File: src/rtl/core_issue_scoreboard_if.sv
// Decode/EX/writeback handshake bundle for the in-order issue scoreboard.
interface core_issue_scoreboard_if #(
    parameter int CNT_W = 4
);
    logic             i_dec_valid;
    logic             o_dec_ready;
    logic             i_rs1_ren;
    logic [4:0]       i_rs1_idx;
    logic             i_rs2_ren;
    logic [4:0]       i_rs2_idx;
    logic             i_rd_wen;
    logic [4:0]       i_rd_idx;
    logic             i_is_load;
    logic             i_is_fence;
    logic             o_issue_valid;
    logic             i_ex_ready;
    logic             i_wb_valid;
    logic [4:0]       i_wb_rd_idx;
    logic             i_flush;
    logic             o_stall_raw;
    logic             o_stall_waw;
    logic             o_stall_full;
    logic             o_draining;
    logic [31:0]      o_pending;
    logic [CNT_W-1:0] o_outstanding;

    modport master (
        output i_dec_valid, i_rs1_ren, i_rs1_idx, i_rs2_ren, i_rs2_idx,
               i_rd_wen, i_rd_idx, i_is_load, i_is_fence, i_ex_ready,
               i_wb_valid, i_wb_rd_idx, i_flush,
        input  o_dec_ready, o_issue_valid, o_stall_raw, o_stall_waw,
               o_stall_full, o_draining, o_pending, o_outstanding
    );

    modport slave (
        input  i_dec_valid, i_rs1_ren, i_rs1_idx, i_rs2_ren, i_rs2_idx,
               i_rd_wen, i_rd_idx, i_is_load, i_is_fence, i_ex_ready,
               i_wb_valid, i_wb_rd_idx, i_flush,
        output o_dec_ready, o_issue_valid, o_stall_raw, o_stall_waw,
               o_stall_full, o_draining, o_pending, o_outstanding
    );
endinterface

File: src/rtl/core_issue_scoreboard.sv
// In-order issue control: pending-load scoreboard, RAW/WAW/capacity stalls and
// a fence drain state that waits for every outstanding load to write back.
module core_issue_scoreboard #(
    parameter int MAX_OUTSTANDING = 4,
    parameter int CNT_W           = 4,
    parameter bit WB_BYPASS       = 1'b1
) (
    input  logic                    clk,
    input  logic                    rst_n,
    core_issue_scoreboard_if.slave  sb
);
    typedef enum logic {RUN, DRAIN} state_t;

    state_t           state;
    logic [31:0]      pending;
    logic [31:0]      pending_next;
    logic [CNT_W-1:0] outstanding;
    logic [31:0]      wb_mask;
    logic [31:0]      eff_pend;
    logic             raw;
    logic             waw;
    logic             full;
    logic             fence_blk;
    logic             stall;
    logic             issue;
    logic             fire;
    logic             load_fire;

    // A load writing back this cycle no longer blocks its consumers when bypass is on.
    assign wb_mask   = (WB_BYPASS && sb.i_wb_valid) ? (32'd1 << sb.i_wb_rd_idx) : 32'd0;
    assign eff_pend  = pending & ~wb_mask;

    assign raw       = (sb.i_rs1_ren & eff_pend[sb.i_rs1_idx]) |
                       (sb.i_rs2_ren & eff_pend[sb.i_rs2_idx]);
    assign waw       = sb.i_rd_wen & eff_pend[sb.i_rd_idx];
    assign full      = sb.i_is_load & (outstanding == CNT_W'(MAX_OUTSTANDING)) & ~sb.i_wb_valid;
    assign fence_blk = sb.i_is_fence & ((state == DRAIN) | (outstanding != '0));
    assign stall     = sb.i_dec_valid & (raw | waw | full | fence_blk);
    assign issue     = sb.i_dec_valid & ~stall & ~sb.i_flush;
    assign fire      = issue & sb.i_ex_ready;
    assign load_fire = fire & sb.i_is_load;

    assign sb.o_issue_valid = issue;
    assign sb.o_dec_ready   = sb.i_ex_ready & ~stall & ~sb.i_flush;
    assign sb.o_stall_raw   = sb.i_dec_valid & raw;
    assign sb.o_stall_waw   = sb.i_dec_valid & waw;
    assign sb.o_stall_full  = sb.i_dec_valid & full;
    assign sb.o_draining    = (state == DRAIN);
    assign sb.o_pending     = pending;
    assign sb.o_outstanding = outstanding;

    // Set is applied after clear so a new load to the completing register stays pending.
    always_comb begin
        pending_next = pending;
        if (sb.i_wb_valid)
            pending_next[sb.i_wb_rd_idx] = 1'b0;
        if (load_fire && sb.i_rd_wen && (sb.i_rd_idx != 5'd0))
            pending_next[sb.i_rd_idx] = 1'b1;
        pending_next[0] = 1'b0;
    end

    always_ff @(posedge clk or negedge rst_n) begin
        if (!rst_n) begin
            pending     <= '0;
            outstanding <= '0;
            state       <= RUN;
        end else begin
            pending <= pending_next;

            if (load_fire && !sb.i_wb_valid)
                outstanding <= outstanding + CNT_W'(1);
            else if (!load_fire && sb.i_wb_valid && (outstanding != '0))
                outstanding <= outstanding - CNT_W'(1);

            // Leaving DRAIN looks at the registered count, so the fence issues one cycle later.
            case (state)
                RUN:
                    if (sb.i_dec_valid && sb.i_is_fence && (outstanding != '0) && !sb.i_flush)
                        state <= DRAIN;
                DRAIN:
                    if (sb.i_flush || (outstanding == '0))
                        state <= RUN;
                default:
                    state <= RUN;
            endcase
        end
    end

    wb_without_load: assert property (@(posedge clk) disable iff (!rst_n)
        !(sb.i_wb_valid && (outstanding == '0)));
endmodule

File: src/flat_wrapper.sv
// flat-port wrapper written by rule: the top's interface ports become plain ports
module core_issue_scoreboard_flat 
#(
    parameter int MAX_OUTSTANDING = 4,
    parameter int CNT_W           = 4,
    parameter bit WB_BYPASS       = 1'b1
)
  (clk, rst_n, sb_i_dec_valid, sb_i_rs1_ren, sb_i_rs1_idx, sb_i_rs2_ren, sb_i_rs2_idx, sb_i_rd_wen, sb_i_rd_idx, sb_i_is_load, sb_i_is_fence, sb_i_ex_ready, sb_i_wb_valid, sb_i_wb_rd_idx, sb_i_flush, sb_o_dec_ready, sb_o_issue_valid, sb_o_stall_raw, sb_o_stall_waw, sb_o_stall_full, sb_o_draining, sb_o_pending, sb_o_outstanding);
  core_issue_scoreboard_if #(.CNT_W(CNT_W)) sb_i ();
  input  logic clk;
  input  logic rst_n;
  input wire logic [$bits(sb_i.i_dec_valid)-1:0] sb_i_dec_valid;
  input wire logic [$bits(sb_i.i_rs1_ren)-1:0] sb_i_rs1_ren;
  input wire logic [$bits(sb_i.i_rs1_idx)-1:0] sb_i_rs1_idx;
  input wire logic [$bits(sb_i.i_rs2_ren)-1:0] sb_i_rs2_ren;
  input wire logic [$bits(sb_i.i_rs2_idx)-1:0] sb_i_rs2_idx;
  input wire logic [$bits(sb_i.i_rd_wen)-1:0] sb_i_rd_wen;
  input wire logic [$bits(sb_i.i_rd_idx)-1:0] sb_i_rd_idx;
  input wire logic [$bits(sb_i.i_is_load)-1:0] sb_i_is_load;
  input wire logic [$bits(sb_i.i_is_fence)-1:0] sb_i_is_fence;
  input wire logic [$bits(sb_i.i_ex_ready)-1:0] sb_i_ex_ready;
  input wire logic [$bits(sb_i.i_wb_valid)-1:0] sb_i_wb_valid;
  input wire logic [$bits(sb_i.i_wb_rd_idx)-1:0] sb_i_wb_rd_idx;
  input wire logic [$bits(sb_i.i_flush)-1:0] sb_i_flush;
  output wire logic [$bits(sb_i.o_dec_ready)-1:0] sb_o_dec_ready;
  output wire logic [$bits(sb_i.o_issue_valid)-1:0] sb_o_issue_valid;
  output wire logic [$bits(sb_i.o_stall_raw)-1:0] sb_o_stall_raw;
  output wire logic [$bits(sb_i.o_stall_waw)-1:0] sb_o_stall_waw;
  output wire logic [$bits(sb_i.o_stall_full)-1:0] sb_o_stall_full;
  output wire logic [$bits(sb_i.o_draining)-1:0] sb_o_draining;
  output wire logic [$bits(sb_i.o_pending)-1:0] sb_o_pending;
  output wire logic [$bits(sb_i.o_outstanding)-1:0] sb_o_outstanding;
  assign sb_i.i_dec_valid = sb_i_dec_valid;
  assign sb_i.i_rs1_ren = sb_i_rs1_ren;
  assign sb_i.i_rs1_idx = sb_i_rs1_idx;
  assign sb_i.i_rs2_ren = sb_i_rs2_ren;
  assign sb_i.i_rs2_idx = sb_i_rs2_idx;
  assign sb_i.i_rd_wen = sb_i_rd_wen;
  assign sb_i.i_rd_idx = sb_i_rd_idx;
  assign sb_i.i_is_load = sb_i_is_load;
  assign sb_i.i_is_fence = sb_i_is_fence;
  assign sb_i.i_ex_ready = sb_i_ex_ready;
  assign sb_i.i_wb_valid = sb_i_wb_valid;
  assign sb_i.i_wb_rd_idx = sb_i_wb_rd_idx;
  assign sb_i.i_flush = sb_i_flush;
  assign sb_o_dec_ready = sb_i.o_dec_ready;
  assign sb_o_issue_valid = sb_i.o_issue_valid;
  assign sb_o_stall_raw = sb_i.o_stall_raw;
  assign sb_o_stall_waw = sb_i.o_stall_waw;
  assign sb_o_stall_full = sb_i.o_stall_full;
  assign sb_o_draining = sb_i.o_draining;
  assign sb_o_pending = sb_i.o_pending;
  assign sb_o_outstanding = sb_i.o_outstanding;
  core_issue_scoreboard #(.MAX_OUTSTANDING(MAX_OUTSTANDING), .CNT_W(CNT_W), .WB_BYPASS(WB_BYPASS)) u_core (.clk(clk), .rst_n(rst_n), .sb(sb_i));
endmodule
File: config.mk
export PLATFORM = sky130hd
export DESIGN_NAME = core_issue_scoreboard_flat
export DESIGN_NICKNAME = d
export VERILOG_FILES = /design/src/rtl/core_issue_scoreboard_if.sv /design/src/rtl/core_issue_scoreboard.sv /design/src/flat_wrapper.sv
export SDC_FILE = /design/constraint.sdc
export NUM_CORES = 1
export LEC_CHECK = 0
export BUFFER_PORTS_ARGS = -buffer_cell sky130_fd_sc_hd__buf_4
export CORE_MARGIN = 2
export CORE_UTILIZATION = 55
export CTS_BUF_LIST = sky130_fd_sc_hd__clkbuf_8
export DETAILED_ROUTE_END_ITERATION = 7
export PLACE_DENSITY_LB_ADDON = 0.08
export SYNTH_ARGS = -nofsm -noshare
export SYNTH_HDL_FRONTEND = slang
export SYNTH_SLANG_ARGS = --single-unit
File: constraint.sdc
create_clock -name clk -period 5.5 [get_ports clk]
set_input_delay 1.1 -clock clk [delete_from_list [all_inputs] [get_ports clk]]
set_output_delay 1.1 -clock clk [all_outputs]
set_load 0.02 [all_outputs]
==> results_dict.tcl, run 1 <==
set metrics [dict create \
    synth_area_per_cell_um2 8.72 \
    antenna_left 0 \
    slowest_delay_ps 470 \
    hold_class "flop to flop" \
    fin_worst_skew_ps 6.54 \
    first_pass_iters 7 \
    portBuffers 71 \
    synth_cell_types 78 \
    p_clk_share_pct 28.1 \
    synthFlopType "dfrtp_1" \
    intPower_uw 548 \
    async_reset_ff_share_pct 100 \
    power.leakage_uw 0.00157 \
    reg2reg_depth 12 \
    clk_pin_slew_ps 80 \
    grt_use_total_pct 34.5 \
    grt_first_pass_wirelength_mm 16.6 \
    antenna_found_initial 0 \
    path_class "primary input to output port" \
    grt_max_degree 37 \
    grt_overflow 0 \
    wire_per_inst_um 22.2 \
    r2r_slack_ps 2300 \
    place.gp.congestion 0.943 \
    whs_path_depth 1 \
    area_delta_synth_final_pct 18.6 \
    fin_nets 450 \
    critPathLaunchType "primary input" \
    syn_area_um2 3170 \
    crit_family "simple AND/OR/NAND/NOR gates" \
    syn-num-nets 398 \
    ys_seq_area_share_pct 28.4 \
    dp_slack_ps 766 \
    cp.required_ps 4400 \
    synthCells 364 \
    viasPerCell 7.00 \
    numCtsBuffers 5 \
    p_total_uw 859 \
    post_cts_buffers 0 \
    cts_tree "yes" \
    hold_viol 0 \
    rows 27 \
    drv_slew 0 \
    initial_core_util_pct 57.3 \
    p_sw_share_pct 36.3 \
    coreArea_um2 5540 \
    die_x_um 80.0 \
    root_buffer "clkbuf_8" \
    cts_sinks 36 \
    n_antenna_cell 0 \
    cpMostUsedCell "buf_4" \
    cp.arrival_ps 3710 \
    rsz0062_at_grt "false" \
    wirelength_mm 10.9 \
    worstPathMaxFanout 13 \
    fin_crit_ps 4810 \
    yosysWarnings 0 \
    critPathCaptureType "output port" \
    yosysTopAreaCell "dfrtp_1" \
    hpwl_mm 7.91 \
    synth_edf_count 0 \
    path_cells "buf_4 > or2_1 > o21ai_0 > mux2i_1 > a211oi_2 > a211o_2 > nand4_4 > or3_1 > nor3b_1 > buf_4" \
    power_frac_comb_pct 35.1 \
    timing.rr.start "u_core.sb.o_outstanding[0]" \
    fmax_mhz 208 \
    p_per_area_nw_per_um2 228 \
    hold_buffers 0 \
    worst_hold_path.endpoint "u_core.sb.o_outstanding[3]" \
    max_cap_violations 0 \
    hold_start "u_core.sb.o_outstanding[3]" \
    setup_viol 0 \
    p_seq_share_pct 36.8 \
    ir_drop_v 0.000233 \
    vias 3423 \
    drc 0 \
    worstReg2RegEnd "u_core.sb.o_outstanding[3]" \
    grt_pass1_vias 3138 \
    finalCritPeriodShare_pct 87.4 \
    relSlewSlack_pct 56.5 \
    fin_ws_ps 691 \
    die_h_um 80.0 \
    synth_area_leaders "dfrtp_1, mux2i_1, o21ai_0" \
    clock_latency_ps 300 \
    critPathSlowestCell "o21ai_0" \
    clock_tree.htree_level_count 2 \
    critPathBufInv 2 \
    netlist.area_leader.share_pct 28.4 \
    setup_tns_ps 0 \
    io_pins 73 \
    cts_buffer_depth 2 \
    drtIter0Drc 370 \
    yosys_register_bits 36 \
    status "complete, no violations" \
    die_area_um2 6390 \
    post_cts_resize_count 0 \
    p_sw_uw 312 \
    drive_above_1_share_pct 24.9 \
    tightest_slew_ps 652 \
]
worst register-to-register path: stages, from the launching register on:
cell	delay, ps
dfrtp_1	470
or3_1	460
o21ai_0	180
nand2_1	90
nor3_1	270
o31ai_2	140
or3_4	380
ha_1	290
a21o_1	180
a21oi_1	210
nand2_1	110
o31ai_2	220
a2bb2oi_2	140
area by class of cell:
type,instances,area [µm²]
clock buffer,5,68.8
clock inverter,3,42.5
fill,491,1780
inverter,7,26.3
multi-input combinational,295,2100
sequential,36,901
tap,72,90.1
timing repair buffer,71,533
power by group through the flow:
| stage | registers (µW) | logic, µW | clock network [µW] |
|---|---|---|---|
| after floorplan | 341 | 177 | 0 |
| after global placement | 320 | 291 | 0 |
| after detailed placement | 321 | 300 | 0 |
| after CTS | 317 | 301 | 240 |
| after global routing | 321 | 330 | 251 |
| final | 316 | 302 | 241 |
layer usage:
layer  share of wire, %  routed length (µm)  vias up  track usage [%]
li1                   -                   -     1511                -
met1                 40                4390     1638             46.3
met2                 46                4950      237             53.7
met3                 11                1150       37             7.69
met4                3.4                 371        0             14.1
met5                  0                   0        -                0
flip-flops by register name (all words and copies together) (netlist names):
| name | count |
|---|---|
| u_core.sb.o_draining | 1 |
| u_core.sb.o_outstanding | 4 |
| u_core.sb.o_pending | 31 |
per-stage QoR:
step	instances	hold slack [ps]	utilization (%)	area [µm²]
global placement	481	475	65.9	3650
floorplan	364	583	-	3170
detailed placement	481	484	65.9	3650
CTS	489	496	67.9	3760
global route	489	527	67.9	3760
finish	489	497	67.9	3760
cells in the mapped netlist, types with 7 or more instances:
| library cell | n |
|---|---|
| nor3_1 | 9 |
| mux2i_1 | 31 |
| nand2_1 | 23 |
| a21oi_1 | 8 |
| o21ai_0 | 58 |
| nor2b_1 | 8 |
| dfrtp_1 | 36 |
| a311oi_1 | 8 |
| clkbuf_1 | 14 |
| nor2_1 | 17 |
| nand3_1 | 7 |
| o211ai_1 | 8 |
layout by cell type, fill, tap and decap left out, types with 3 or more instances in the layout:
cell type and instances:
a31oi_1 4, o21ai_0 58, dfrtp_1 36, o211ai_1 8, nand3b_1 4, inv_1 6
buf_4 71, o2111ai_1 5, nor3_1 9, mux2i_1 31, or3_1 4, nor2b_1 8
o21ai_1 6, nor3b_1 4, nand2b_1 6, nand4_1 6, a22oi_1 4, o22ai_1 3
clkbuf_8 5, xnor2_1 5, nor2_1 17, nand3_1 7, a311oi_1 8, a21oi_1 8
nand2_1 23, nand4bb_1 3
cell families after synthesis:
logic type	synth area share, %
flops	28.4
other cells	0.118
fa+ha+maj	1.42
compound gates	26.6
buf+inv	5.40
xor+xnor	1.66
mux	11.9
simple gates	24.5
worst max path at each step:
stage	from	endpoint	cells past startpoint
final	sb_i_wb_rd_idx[0]	sb_o_issue_valid	10
after global routing	sb_i_wb_valid	sb_o_issue_valid	10
after CTS	sb_i_wb_rd_idx[0]	sb_o_issue_valid	10
after detailed placement	sb_i_wb_valid	sb_o_issue_valid	10
after global placement	sb_i_wb_valid	sb_o_issue_valid	10
after floorplan	sb_i_wb_rd_idx[2]	sb_o_issue_valid	10
Power figures use the tool's default switching activity.
==> inputs of run 2 (changes only) <==
--- a/config.mk
+++ b/config.mk
@@ -7,7 +7,7 @@
 export LEC_CHECK = 0
 export BUFFER_PORTS_ARGS = -buffer_cell sky130_fd_sc_hd__buf_4
 export CORE_MARGIN = 2
-export CORE_UTILIZATION = 55
+export CORE_UTILIZATION = 51
 export CTS_BUF_LIST = sky130_fd_sc_hd__clkbuf_8
 export DETAILED_ROUTE_END_ITERATION = 7
 export PLACE_DENSITY_LB_ADDON = 0.08
==> constraint.sdc (replaced) <==
create_clock -name clk -period 4.1 [get_ports clk]
set_input_delay 0.82 -clock clk [delete_from_list [all_inputs] [get_ports clk]]
set_output_delay 0.82 -clock clk [all_outputs]
set_load 0.02 [all_outputs]
==> run 2 against run 1 <==
Compared with the run above:
- cell count rose by 4.7%
- critical path depth rose by 1
- via count rose by 1.1%
- register-to-register slack got worse by 1500 ps
- wire length rose by 2.9%
- non-clock buffer count rose by 21
- total power rose by 27%
- die area rose by 7.4%
- first-iteration DRC count fell by 30%
- global-route usage fell by 3.0 points
- critical endpoint unchanged
- sequential cell count did not move
==> results_dict.tcl, run 2 (same netlist as run 1, synthesis figures left out) <==
set metrics [dict create \
    status "complete, no violations" \
    fin_crit_ps 3990 \
    top_usage_layer "met2" \
    finalCritPeriodShare_pct 97.3 \
    power.leakage_uw 0.00165 \
    numCtsBuffers 5 \
    grt_pass1_vias 3310 \
    die_h_um 82.9 \
    coreArea_um2 5960 \
    hold_viol 0 \
    critPathBufInv 3 \
    regArea_um2 901 \
    clk_pin_slew_ps 80 \
    drv_slew 0 \
    n_fill_cell 524 \
    drc 0 \
    crit_family "simple AND/OR/NAND/NOR gates" \
    root_buffer "clkbuf_8" \
    vias 3459 \
    drive_above_1_share_pct 29.7 \
    first_pass_iters 5 \
    path_class "primary input to output port" \
    area_delta_synth_final_pct 23.5 \
    grt_use_met2_pct 49.0 \
    place_area_um2 3810 \
    largest_reg_flops 31 \
    viasPerCell 6.76 \
    max_cap_violations 0 \
    p_per_area_nw_per_um2 279 \
    tightest_slew_ps 574 \
    ir_drop_v 0.000302 \
    antenna_found_initial 0 \
    antenna_left 0 \
    multi_input_area_um2 2130 \
    clock_tree.htree_level_count 2 \
    setup_viol 0 \
    fin_ws_ps 109 \
    cp.arrival_ps 3170 \
    die_area_um2 6870 \
    hold_class "primary input to asynchronous set/reset pin" \
    cts_buffer_depth 2 \
    cp.required_ps 3280 \
    hpwl_mm 8.28 \
    final_common_cell "buf_4" \
    critPathCaptureType "output port" \
    hold_buffers 0 \
    use_met3_pct 7.26 \
    fin_nets 471 \
    drtIter0Drc 260 \
    post_cts_buffers 0 \
    grt_overflow 0 \
    layout_common_cells "buf_4, o21ai_0, dfrtp_1, mux2i_1, nand2_1" \
    grt_max_degree 37 \
    n_antenna_cell 0 \
    fin_worst_skew_ps 7.47 \
    cts_sinks 36 \
    fmax_mhz 251 \
    place.gp.congestion 0.952 \
    slowest_delay_ps 430 \
    initial_core_util_pct 53.3 \
    use_met1_pct 42.4 \
    fin_area_um2 3920 \
    cts_tree "yes" \
    grt_first_pass_wirelength_mm 17.4 \
    path_cells "buf_4 > nor4bb_2 > buf_4 > a311oi_1 > a31oi_1 > a311o_1 > a211o_2 > nand4_4 > or3_1 > nor3b_1 > buf_4" \
    grt_use_total_pct 31.5 \
    wire_per_inst_um 21.8 \
    relSlewSlack_pct 61.6 \
    cpMostUsedCell "buf_4" \
    portBuffers 71 \
    die_x_um 82.9 \
    worstPathMaxFanout 13 \
    critPathSlowestCell "or3_1" \
    io_pins 73 \
    clock_latency_ps 290 \
    rows 28 \
    wirelength_mm 11.2 \
    dp_slack_ps 22.0 \
    critPathLaunchType "primary input" \
]
==> run 2: cell types whose count changed in the layout (fill, tap and decap cells not counted) <==
cell       before  now
buf_4          71   92
o21ai_0        58   53
o21ai_2         1    4
o21ai_1         6    8
a311oi_1        8    7
a311oi_2        0    1
bufinv_16       1    0
nand2b_1        6    5
nand2b_2        0    1
nor4bb_1        1    0
nor4bb_2        0    1
==> run 2: worst paths after layout <==
| check | startpoint | endpoint | slack, ps | depth (start not counted) |
|---|---|---|---|---|
| max | sb_i_wb_valid | sb_o_issue_valid | 110 | 11 |
| min reg2reg | u_core.sb.o_outstanding[3] | u_core.sb.o_outstanding[3] | 510 | 1 |
| min | rst_n | u_core.sb.o_pending[21] | 480 | 1 |
| max in group asynchronous | rst_n | u_core.sb.o_outstanding[1] | 3280 | 1 |
| max reg2reg | u_core.sb.o_pending[15] | u_core.sb.o_outstanding[3] | 840 | 12 |
| min in group clk | u_core.sb.o_outstanding[3] | u_core.sb.o_outstanding[3] | 510 | 1 |
==> run 2: area by class of cell <==
cell class	instances	area share (%)
tap	75	2.39
multi-input combinational	295	54.3
clock buffer	5	1.76
timing repair buffer	92	17.6
inverter	7	0.670
clock inverter	2	0.319
sequential	36	23.0
==> run 2: metrics by stage <==
step	instances	hold slack [ps]	total power (µW)	utilization [%]	setup TNS [ps]
floorplan	364	524	695	-	0
global placement	505	477	835	64.0	0
detailed placement	505	494	845	64.0	0
CTS	512	491	1090	65.4	0
global route	512	514	1160	65.8	-15.0
finish	512	483	1090	65.8	0
==> run 2: layer usage <==
layer | share of wire, % | wire length, µm
met1 | 41 | 4570
met2 | 46 | 5130
met3 | 10 | 1150
met4 | 2.9 | 326
met5 | 0 | 0
==> run 2: what timing repair did <==
item | 4_1_cts | 5_1_grt
gates resized for setup | 0 | 11
hold endpoints to repair | 0 | 0
endpoints found under the setup margin | 0 | 2
==> run 2: where the power goes <==
group | leakage [µW] | internal, µW | switching [µW]
logic | 0.00112 | 182 | 236
clock network | 0.0000400 | 115 | 133
registers | 0.000493 | 383 | 43.6
total | 0.00165 | 680 | 413
